### src/rtl/irig_b_pkg.sv
// Shared types and constants for the IRIG-B (B00x) timecode generator.
// Latency: n/a (declarations only).
// Backpressure: n/a (declarations only).
package irig_b_pkg;

   typedef enum logic [1:0] {
      BK_ZERO,
      BK_ONE,
      BK_MARK
   } bit_kind_t;

   localparam int FRAME_BITS = 100;
   localparam int BIT_MS     = 10;
   localparam int ZERO_MS    = 2;
   localparam int ONE_MS     = 5;
   localparam int MARK_MS    = 8;

   // Field start positions inside the frame; every field is sent LSB first.
   localparam int SEC_U_POS  = 1;
   localparam int SEC_T_POS  = 6;
   localparam int MIN_U_POS  = 10;
   localparam int MIN_T_POS  = 15;
   localparam int HOUR_U_POS = 20;
   localparam int HOUR_T_POS = 25;
   localparam int DAY_U_POS  = 30;
   localparam int DAY_T_POS  = 35;
   localparam int DAY_H_POS  = 40;
   localparam int SBS_LO_POS = 80;
   localparam int SBS_HI_POS = 90;

   typedef struct packed {
      logic [9:0] doy;
      logic [5:0] hour;
      logic [6:0] min;
      logic [6:0] sec;
   } bcd_time_t;

   // Marker set: Pr at bit 0, P1..P9 and P0 at every bit ending in 9.
   function automatic logic is_marker(input logic [6:0] idx);
      case (idx)
         7'd0, 7'd9, 7'd19, 7'd29, 7'd39, 7'd49,
         7'd59, 7'd69, 7'd79, 7'd89, 7'd99: is_marker = 1'b1;
         default:                           is_marker = 1'b0;
      endcase
   endfunction

   function automatic logic [3:0] high_ms(input bit_kind_t kind);
      case (kind)
         BK_ONE:  high_ms = 4'(ONE_MS);
         BK_MARK: high_ms = 4'(MARK_MS);
         default: high_ms = 4'(ZERO_MS);
      endcase
   endfunction

   // Up to three BCD digits to binary.
   function automatic int bcd_to_bin(input logic [11:0] bcd);
      bcd_to_bin = int'(bcd[11:8]) * 100 + int'(bcd[7:4]) * 10 + int'(bcd[3:0]);
   endfunction

endpackage

### src/rtl/irig_b_time_cnt.sv
// BCD time-of-day / day-of-year counters with pending-load register; optional SBS counter (IRIG_GEN_SBS_EN).
// Latency: cur_time/sbs update on the edge where apply is high (load applied, else increment if inc).
// Backpressure: none; load is a strobe and overwrites any load not yet applied.
module irig_b_time_cnt
   import irig_b_pkg::*;
(
   input  logic       clk,
   input  logic       rst,
   input  logic       load,
   input  bcd_time_t  load_time,
   input  logic       apply,
   input  logic       inc,
`ifdef IRIG_GEN_SBS_EN
   output logic [16:0] sbs,
`endif
   output bcd_time_t  cur_time
);

   bcd_time_t pend_time;
   bcd_time_t eff_time;
   bcd_time_t inc_time;
   logic      pend_vld;
   logic      sec_wrap;
   logic      min_wrap;
   logic      hour_wrap;
   logic      day_roll;

   // A load arriving on the frame-start edge wins over an older pending value.
   assign eff_time = load ? load_time : pend_time;

   assign sec_wrap  = (cur_time.sec == 7'h59);
   assign min_wrap  = (cur_time.min == 7'h59);
   assign hour_wrap = (cur_time.hour == 6'h23);
   assign day_roll  = sec_wrap & min_wrap & hour_wrap;

   // One-second BCD increment with carries sec->min->hour->day, day 365 wraps to 001.
   always_comb begin
      inc_time = cur_time;
      if (sec_wrap)
         inc_time.sec = 7'h00;
      else if (cur_time.sec[3:0] == 4'd9)
         inc_time.sec = {cur_time.sec[6:4] + 3'd1, 4'd0};
      else
         inc_time.sec[3:0] = cur_time.sec[3:0] + 4'd1;

      if (sec_wrap) begin
         if (min_wrap)
            inc_time.min = 7'h00;
         else if (cur_time.min[3:0] == 4'd9)
            inc_time.min = {cur_time.min[6:4] + 3'd1, 4'd0};
         else
            inc_time.min[3:0] = cur_time.min[3:0] + 4'd1;
      end

      if (sec_wrap && min_wrap) begin
         if (hour_wrap)
            inc_time.hour = 6'h00;
         else if (cur_time.hour[3:0] == 4'd9)
            inc_time.hour = {cur_time.hour[5:4] + 2'd1, 4'd0};
         else
            inc_time.hour[3:0] = cur_time.hour[3:0] + 4'd1;
      end

      if (day_roll) begin
         if (cur_time.doy == 10'h365)
            inc_time.doy = 10'h001;
         else if (cur_time.doy[3:0] != 4'd9)
            inc_time.doy[3:0] = cur_time.doy[3:0] + 4'd1;
         else if (cur_time.doy[7:4] != 4'd9)
            inc_time.doy = {cur_time.doy[9:8], cur_time.doy[7:4] + 4'd1, 4'd0};
         else
            inc_time.doy = {cur_time.doy[9:8] + 2'd1, 8'h00};
      end
   end

   // Pending-load capture and frame-start update of the current time.
   always_ff @(posedge clk) begin
      if (rst) begin
         cur_time  <= '{doy: 10'h001, hour: 6'h00, min: 7'h00, sec: 7'h00};
         pend_time <= '0;
         pend_vld  <= 1'b0;
      end else begin
         if (load) begin
            pend_time <= load_time;
            pend_vld  <= 1'b1;
         end
         if (apply) begin
            if (load || pend_vld) begin
               cur_time <= eff_time;
               pend_vld <= 1'b0;
            end else if (inc) begin
               cur_time <= inc_time;
            end
         end
      end
   end

`ifdef IRIG_GEN_SBS_EN
   logic [16:0] load_sbs;

   assign load_sbs = 17'(bcd_to_bin(12'(eff_time.hour)) * 3600 +
                         bcd_to_bin(12'(eff_time.min)) * 60 +
                         bcd_to_bin(12'(eff_time.sec)));

   // Seconds-of-day counter; recomputed from BCD on load, wraps with midnight.
   always_ff @(posedge clk) begin
      if (rst) begin
         sbs <= '0;
      end else if (apply) begin
         if (load || pend_vld)
            sbs <= load_sbs;
         else if (inc)
            sbs <= day_roll ? 17'd0 : sbs + 17'd1;
      end
   end
`endif

endmodule

### src/rtl/irig_b_gen.sv
// IRIG-B DC level-shift frame generator (100 bit/s, BCD time + day; SBS field when IRIG_GEN_SBS_EN is defined).
// Latency: irig_out rises one cycle after en is first sampled high; all outputs registered.
// Backpressure: none; en low forces output low and holds time, restart always begins at bit 0.
module irig_b_gen
   import irig_b_pkg::*;
#(
   parameter int TICKS_PER_MS = 100000
) (
   input  logic       clk,
   input  logic       rst,
   input  logic       en,
   input  logic       load,
   input  logic [6:0] load_sec,
   input  logic [6:0] load_min,
   input  logic [5:0] load_hour,
   input  logic [9:0] load_doy,
   output logic       irig_out,
   output logic       frame_start,
   output logic [6:0] bit_idx
);

   localparam int TW = (TICKS_PER_MS > 2) ? $clog2(TICKS_PER_MS) : 1;

   typedef enum logic [1:0] {
      S_IDLE,
      S_HIGH,
      S_LOW
   } state_t;

   state_t          state;
   state_t          state_nxt;
   logic [TW-1:0]   tick;
   logic [TW-1:0]   tick_nxt;
   logic [3:0]      ms;
   logic [3:0]      ms_nxt;
   logic [6:0]      bit_nxt;
   logic            start;
   logic            inc;
   logic            tick_last;
   bcd_time_t       cur_time;
   bcd_time_t       load_time;
   logic [FRAME_BITS-1:0] frame_bits;
   bit_kind_t       kind;

   assign load_time = '{doy: load_doy, hour: load_hour, min: load_min, sec: load_sec};

`ifdef IRIG_GEN_SBS_EN
   logic [16:0] sbs;
`endif

   irig_b_time_cnt u_time_cnt (
      .clk       (clk),
      .rst       (rst),
      .load      (load),
      .load_time (load_time),
      .apply     (start),
      .inc       (inc),
`ifdef IRIG_GEN_SBS_EN
      .sbs       (sbs),
`endif
      .cur_time  (cur_time)
   );

   // Data-bit image of the frame; cur_time only changes on frame start so the frame never tears.
   always_comb begin
      frame_bits = '0;
      frame_bits[SEC_U_POS  +: 4] = cur_time.sec[3:0];
      frame_bits[SEC_T_POS  +: 3] = cur_time.sec[6:4];
      frame_bits[MIN_U_POS  +: 4] = cur_time.min[3:0];
      frame_bits[MIN_T_POS  +: 3] = cur_time.min[6:4];
      frame_bits[HOUR_U_POS +: 4] = cur_time.hour[3:0];
      frame_bits[HOUR_T_POS +: 2] = cur_time.hour[5:4];
      frame_bits[DAY_U_POS  +: 4] = cur_time.doy[3:0];
      frame_bits[DAY_T_POS  +: 4] = cur_time.doy[7:4];
      frame_bits[DAY_H_POS  +: 2] = cur_time.doy[9:8];
`ifdef IRIG_GEN_SBS_EN
      frame_bits[SBS_LO_POS +: 9] = sbs[8:0];
      frame_bits[SBS_HI_POS +: 8] = sbs[16:9];
`endif
   end

   // Bit-kind mux for the bit currently being sent.
   always_comb begin
      kind = BK_ZERO;
      if (is_marker(bit_idx))
         kind = BK_MARK;
      else if (frame_bits[bit_idx])
         kind = BK_ONE;
   end

   assign tick_last = (tick == TW'(TICKS_PER_MS - 1));

   // Next-state, ms/tick counters and bit advance; en low always returns to idle.
   always_comb begin
      state_nxt = state;
      tick_nxt  = tick;
      ms_nxt    = ms;
      bit_nxt   = bit_idx;
      start     = 1'b0;
      inc       = 1'b0;
      if (!en) begin
         state_nxt = S_IDLE;
         tick_nxt  = '0;
         ms_nxt    = '0;
         bit_nxt   = '0;
      end else begin
         case (state)
            S_IDLE: begin
               state_nxt = S_HIGH;
               tick_nxt  = '0;
               ms_nxt    = '0;
               bit_nxt   = '0;
               start     = 1'b1;
            end
            S_HIGH: begin
               if (tick_last) begin
                  tick_nxt = '0;
                  ms_nxt   = ms + 4'd1;
                  if (ms + 4'd1 == high_ms(kind))
                     state_nxt = S_LOW;
               end else begin
                  tick_nxt = tick + TW'(1);
               end
            end
            S_LOW: begin
               if (tick_last) begin
                  tick_nxt = '0;
                  if (ms == 4'(BIT_MS - 1)) begin
                     ms_nxt    = '0;
                     state_nxt = S_HIGH;
                     if (bit_idx == 7'(FRAME_BITS - 1)) begin
                        bit_nxt = '0;
                        start   = 1'b1;
                        inc     = 1'b1;
                     end else begin
                        bit_nxt = bit_idx + 7'd1;
                     end
                  end else begin
                     ms_nxt = ms + 4'd1;
                  end
               end else begin
                  tick_nxt = tick + TW'(1);
               end
            end
            default: begin
               state_nxt = S_IDLE;
            end
         endcase
      end
   end

   // State/counter registers and registered outputs.
   always_ff @(posedge clk) begin
      if (rst) begin
         state       <= S_IDLE;
         tick        <= '0;
         ms          <= '0;
         bit_idx     <= '0;
         irig_out    <= 1'b0;
         frame_start <= 1'b0;
      end else begin
         state       <= state_nxt;
         tick        <= tick_nxt;
         ms          <= ms_nxt;
         bit_idx     <= bit_nxt;
         irig_out    <= (state_nxt == S_HIGH);
         frame_start <= start;
      end
   end

endmodule

### config.mk
export PLATFORM = sky130hd
export DESIGN_NAME = irig_b_gen
export DESIGN_NICKNAME = d
export VERILOG_FILES = /design/src/rtl/irig_b_pkg.sv /design/src/rtl/irig_b_time_cnt.sv /design/src/rtl/irig_b_gen.sv
export SDC_FILE = /design/constraint.sdc
export NUM_CORES = 1
export LEC_CHECK = 0
export ABC_AREA = 1
export CAP_MARGIN = 25
export CORE_ASPECT_RATIO = 1.5
export CORE_UTILIZATION = 40
export DETAILED_ROUTE_END_ITERATION = 12
export DONT_BUFFER_PORTS = 1
export GPL_TIMING_DRIVEN = 0
export SLEW_MARGIN = 10
export SYNTH_ARGS = -nofsm -noshare
export SYNTH_HDL_FRONTEND = slang
export SYNTH_SLANG_ARGS = --single-unit
### constraint.sdc
create_clock -name clk -period 2.5 [get_ports clk]
set_input_delay 0.25 -clock clk [delete_from_list [all_inputs] [get_ports clk]]
set_output_delay 0.25 -clock clk [all_outputs]
set_load 0.02 [all_outputs]
==> results.cfg, run 1 <==
[sta]
worst_pin_slew_ns = 0.726
fmax_mhz = 439
setup_ws_ns = 0.224
fin_worst_skew_ns = 0.0122
period_needed_ns = 2.28
slew_violations = 0
setup_viol = 0
hold_viol = 0
max_slew_margin_pct = 51.6
hold_ws_ns = 0.0751
post-route-period-util_pct = 91.0

[finish]
multiInputGateArea_mm2 = 0.00286
fillers = 1272
final_common_cell = nand2_1
design_area_mm2 = 0.00576
final_util_pct = 46.0
num_antenna_cells = 0
seq_area_mm2 = 0.00187
fin_nets = 800
drive_above_1_share_pct = 6.53
final_cell_mix = nand2_1, nor2_1, inv_1, dfxtp_1, o21ai_0
area_growth_pct = 11.3

[drt]
vias = 4875
drt_iter0_drc = 250
via_per_inst = 5.38
wl_per_cell_um = 15.3
wirelength_um = 13800
drc = 0
ant_nets = 0
first_pass_iters = 6

[logic_synthesis]
synth_ff_type = dfxtp_1
syn_avg_cell_area_um2 = 7.05
yosysSeqAreaShare_pct = 36.0
ys_seq_elements = 93
synth.distinct_cells = 37
synthArstFlopShare_pct = 0
synth_edf_count = 0
yosys_warnings = 0
netlist_instances = 733
synth_area_mm2 = 0.00517
syn-num-nets = 788

[hold_path]
min_to = u_time_cnt.pend_time[14]
worst_hold_path_type = in -> reg
min_from = load_hour[0]
min_path_cells = 2

[place]
port_buffers = 0
place_area_mm2 = 0.00537
dpl.hpwl_um = 10600
gp_congestion = 0.902
place_ws_ns = -0.155

[worst_setup_path]
cp_cell_sequence = ha_2, nand2_2, nor2_4, inv_2, nor2_1, nand2_2, nor2_4, nand2_2, o21ai_4, buf_12, nand2_4, nor2_4, inv_2, o21ai_0, a21oi_1
crit_path_max_incr_delay_ns = 0.38
crit_arrival_ns = 2.51
rr_worst_depth = 15
crit_fanout = 10
timing.rr.start = tick[0]
crit_slowest_cell = dfxtp_1
path_class = reg -> reg
rr_endpoint = u_time_cnt.cur_time[18]
critical-path-top-delay-family = simple AND/OR/NAND/NOR gates
endpoint_kind = flip-flop
critical_path_required_ns = 2.73
r2r_slack_ns = 0.22
crit_buf_inv = 3
critPathLaunchType = flip-flop

[clock_network]
cts.sinks = 93
cts_buffers = 9
h-tree-depth = 3
cts_tree = yes
clockBufferDepth = 2
clk_pin_slew_ns = 0.07
cts_root_buf = clkbuf_16
clk_latency_ns = 0.35

[floorplan]
start_util_pct = 41.3
rows = 50
die_w_um = 94.8
dieArea_mm2 = 0.0134
die_h_um = 141
io_pins = 43
core_mm2 = 0.0125

[global_routing]
grt_start_max_net_pins = 17
grt-ovfl-total = 0
grt_pass1_wl_um = 22700
grt_pass1_vias = 4805
grt_usage_pct = 21.7
antenna_found_initial = 0

[power]
power_density_mw_per_mm2 = 624
ir_drop_v = 0.000366
leakage_nw = 2.41

[run_status]
status = finished clean

[job]
cap_viol_max_count = 0
-- cell families after synthesis --
kind of cell | count (synthesis) | synth area share, %
flops | 93 | 36.0
simple gates | 305 | 26.0
buf+inv | 120 | 8.81
compound gates | 150 | 16.0
xor+xnor | 14 | 2.37
mux | 30 | 5.81
fa+ha+maj | 21 | 5.08
-- synth_stat cells, drive strengths merged, types with 2 or more instances --
| master | n | share of area (%) |
|---|---|---|
| nand2 | 114 | 8.7 |
| nor2 | 106 | 8.5 |
| inv | 100 | 7.3 |
| dfxtp | 93 | 36 |
| o21ai | 66 | 6.7 |
| a21oi | 50 | 4.8 |
| nand3 | 50 | 4.8 |
| mux2i | 30 | 5.8 |
| ha | 21 | 5.1 |
| nor3 | 20 | 1.9 |
| o22ai | 20 | 2.4 |
| clkbuf | 13 | 0.94 |
| nand4 | 9 | 1.1 |
| xnor2 | 8 | 1.4 |
| buf | 6 | 0.53 |
| xor2 | 6 | 1.0 |
| a211oi | 4 | 0.58 |
| a31oi | 3 | 0.36 |
| nand3b | 3 | 0.44 |
| nor4 | 3 | 0.48 |
| o211ai | 2 | 0.29 |
-- how the worst max path moves through the flow --
stage / from / to / slack [ns] / cells after the start
global route: tick[0] / u_time_cnt.cur_time[18] / -0.004 / 15
finish: tick[0] / u_time_cnt.cur_time[18] / 0.22 / 15
floorplan: bit_idx[0] / irig_out / 0.36 / 17
global placement: bit_idx[0] / irig_out / -0.15 / 17
CTS: bit_idx[1] / u_time_cnt.cur_time[24] / 0.10 / 10
detailed placement: bit_idx[0] / irig_out / -0.15 / 17
-- registers in the layout, indices dropped and copies added (netlist names) --
register              cells
bit_idx                   7
tick                     17
u_time_cnt.cur_time      30
frame_start               1
u_time_cnt.pend_vld       1
irig_out                  1
u_time_cnt.pend_time     30
ms                        4
state                     2
-- metrics by stage --
step | cells | power [mW] | TNS, ns
floorplan | 733 | 1.88 | 0
global placement | 889 | 1.97 | -0.444
detailed placement | 889 | 1.98 | -0.513
CTS | 905 | 3.62 | 0
global route | 906 | 3.74 | -0.00442
finish | 906 | 3.59 | 0
-- routing by layer --
metal | vias to the layer above | global-route usage [%] | part of all wire, % | routed length (um)
met5 | - | 0 | 0 | 0
met4 | 0 | 10.6 | 3.8 | 521
met3 | 39 | 4.02 | 4.0 | 549
met2 | 129 | 40.3 | 54 | 7520
met1 | 2257 | 22.8 | 38 | 5250
li1 | 2450 | - | - | -
-- area by class of cell --
class / instances / share of cell area [%]
Multi-Input combinational cell: 520 / 49.7
Sequential cell: 93 / 32.5
Inverter: 101 / 6.61
Clock buffer: 10 / 4.15
Tap cell: 156 / 3.39
Clock inverter: 6 / 2.02
Buffer: 19 / 1.37
Timing Repair Buffer: 1 / 0.348
-- power breakdown --
| part | switching (mW) | internal [mW] | total, mW |
|---|---|---|---|
| Combinational | 0.235 | 0.125 | 0.360 |
| Sequential | 0.0502 | 1.54 | 1.59 |
| Clock | 0.624 | 1.01 | 1.64 |
-- what timing repair did --
| item | CTS | global route |
|---|---|---|
| resized for setup | 3 | 7 |
| setup buffers | 0 | 1 |
| hold endpoints to repair | 0 | 0 |
| setup endpoints to repair | 13 | 17 |
| hold buffers | 0 | 0 |
| pin swaps | 0 | 1 |
(Power assumes the default switching activity.)
==> run 2: changes to the inputs <==
- GPL_ROUTABILITY_DRIVEN: default -> 0
==> results of run 2 <==
No change in the layout: final DEF, timing and power equal those of run 1.
==> edit (flow settings as in run 1) <==
The parameter `TICKS_PER_MS` goes from 100000 to 200000.
--- a/src/rtl/irig_b_gen.sv
+++ b/src/rtl/irig_b_gen.sv
@@ -5,5 +5,5 @@
    import irig_b_pkg::*;
 #(
-   parameter int TICKS_PER_MS = 100000
+   parameter int TICKS_PER_MS = 200000
 ) (
    input  logic       clk,
Check against the original RTL: same outputs for any inputs over 10 cycles, from zero or initial values and one cycle with rst high; that may be too few to reach the edited logic, so the function may still have changed.
==> edit against run 1 <==
Area after synthesis grew 1.5%; sequential cell count up 1; non-clock buffer count is 2 higher; core utilization barely moved; critical path depth decreased by 3; die area increased by 1.4%; power decreased by 1.8%; highest routed layer unchanged; design area up 0.89%; wire length fell by 1.2%; largest cell class unchanged; worst setup slack worse by 0.035 ns.
==> edit: results (changes against run 1) <==
stage,metric,value,unit,change
routing,drt via density,5.38,,about the same
logic_synthesis,sequential area share after synthesis,35.9,%,was 36.0%
final_layout,Finished Layout Cells,895,,was 906
final_layout,# fillers,1295,,was 1272
logic_synthesis,Synth top cells by count,"nand2_1, dfxtp_1, inv_1",,"was nand2_1, nor2_1, inv_1"
worst_setup_path,worst r2r src,bit_idx[0],,was tick[0]
final_layout,Non-clk bufs,22,,was 20
worst_setup_path,CP Max Fanout,9,,was 10
global_route,routing usage on met2,39.2,%,was 40.3%
final_layout,biggest regs,"u_time_cnt.cur_time (30), u_time_cnt.pend_time (30), tick (18)",,"was u_time_cnt.cur_time (30), u_time_cnt.pend_time (30), tick (17)"
logic_synthesis,Syn Nets,779,,was 788
global_route,global-route wire length before repair,22.9,mm,was 22.7 mm
final_layout,CLK BUF,9,,was 10
final_layout,clock network area share,5.94,%,was 6.17%
logic_synthesis,xor/xnor share of the synthesized area,2.34,%,was 2.37%
final_layout,share of layout cells above drive strength 1,8.12,%,was 6.53%
clock_network,clock net sink count,94,,was 93
final_layout,multi-input logic area,2930,um2,was 2860 um2
final_layout,Multi-In Gates,513,,was 520
routing,routed wl met2,7.17,mm,was 7.52 mm
logic_synthesis,Syn Area/Cell,7.27,um2,was 7.05 um2
final_layout,Finished Cell Area,5810,um2,was 5760 um2
worst_setup_path,crit path max-delay cell type,dfxtp_2,,was dfxtp_1
routing,met1 wire length,5.49,mm,was 5.25 mm
logic_synthesis,multiplexer share of the synthesized area,5.72,%,was 5.81%
worst_setup_path,Critical Path AT,2.55,ns,was 2.51 ns
final_layout,Signal inverters,94,,was 101
routing,drt initial violations,186,,was 250
routing,final WL,13.7,mm,was 13.8 mm
worst_setup_path,R2R cell count,12,,was 15
logic_synthesis,post-synthesis compound-gate area fraction,16.5,%,was 16.0%
placement,Cell Count Post-Placement,878,,was 889
power,Static Leak,2.38,nW,was 2.41 nW
power,Max IR drop VDD,0.366,mV,about the same
global_route,met1 Usage GRT,23.5,%,was 22.8%
global_route,Overall Global Routing Usage,21.6,%,was 21.7%
outcome,status,"finished, final reports clean",,unchanged
timing,Setup Skew,0.00674,ns,was 0.0122 ns
logic_synthesis,Synth cell types,45,,was 37
logic_synthesis,Post-Synth Adder-Cell Area,5.49,%,was 5.08%
final_layout,non-clk buf share,1.72,%,about the same
timing,Min Hold Slack,0.0747,ns,was 0.0751 ns
worst_setup_path,flop-to-flop setup slack,0.19,ns,was 0.22 ns
timing,Tcrit/Tclk final,92.5,%,was 91.0%
placement,Setup Slack @ Placement,-0.127,ns,was -0.155 ns
global_route,vias in the first global route,4830,,was 4805
routing,DR WL met3,622,um,was 549 um
## edit: how the worst min path moves through the flow
| stage | cells after the start | end | start |
|---|---|---|---|
| floorplan | 2 | u_time_cnt.pend_time[19] | load_hour[5] |
| CTS | 2 | u_time_cnt.pend_time[19] | load_hour[5] |
| finish | 2 | u_time_cnt.pend_time[19] | load_hour[5] |
| global route | 2 | u_time_cnt.pend_time[19] | load_hour[5] |
| global placement | 2 | u_time_cnt.pend_time[13] | load_min[6] |
| detailed placement | 2 | u_time_cnt.pend_time[11] | load_min[4] |
## edit: where the power goes
| group | switching [mW] | leakage, nW | internal [mW] | total [mW] |
|---|---|---|---|---|
| clock | 0.603 | 0.166 | 0.981 | 1.58 |
| combinational | 0.223 | 1.44 | 0.119 | 0.342 |
| sequential | 0.0448 | 0.769 | 1.56 | 1.60 |
## edit: repair_timing
action                                  CTS  global route
pin swaps                                 0             1
resized for setup                         2             5
endpoints found under the setup margin    7            12
buffers inserted                          0             1
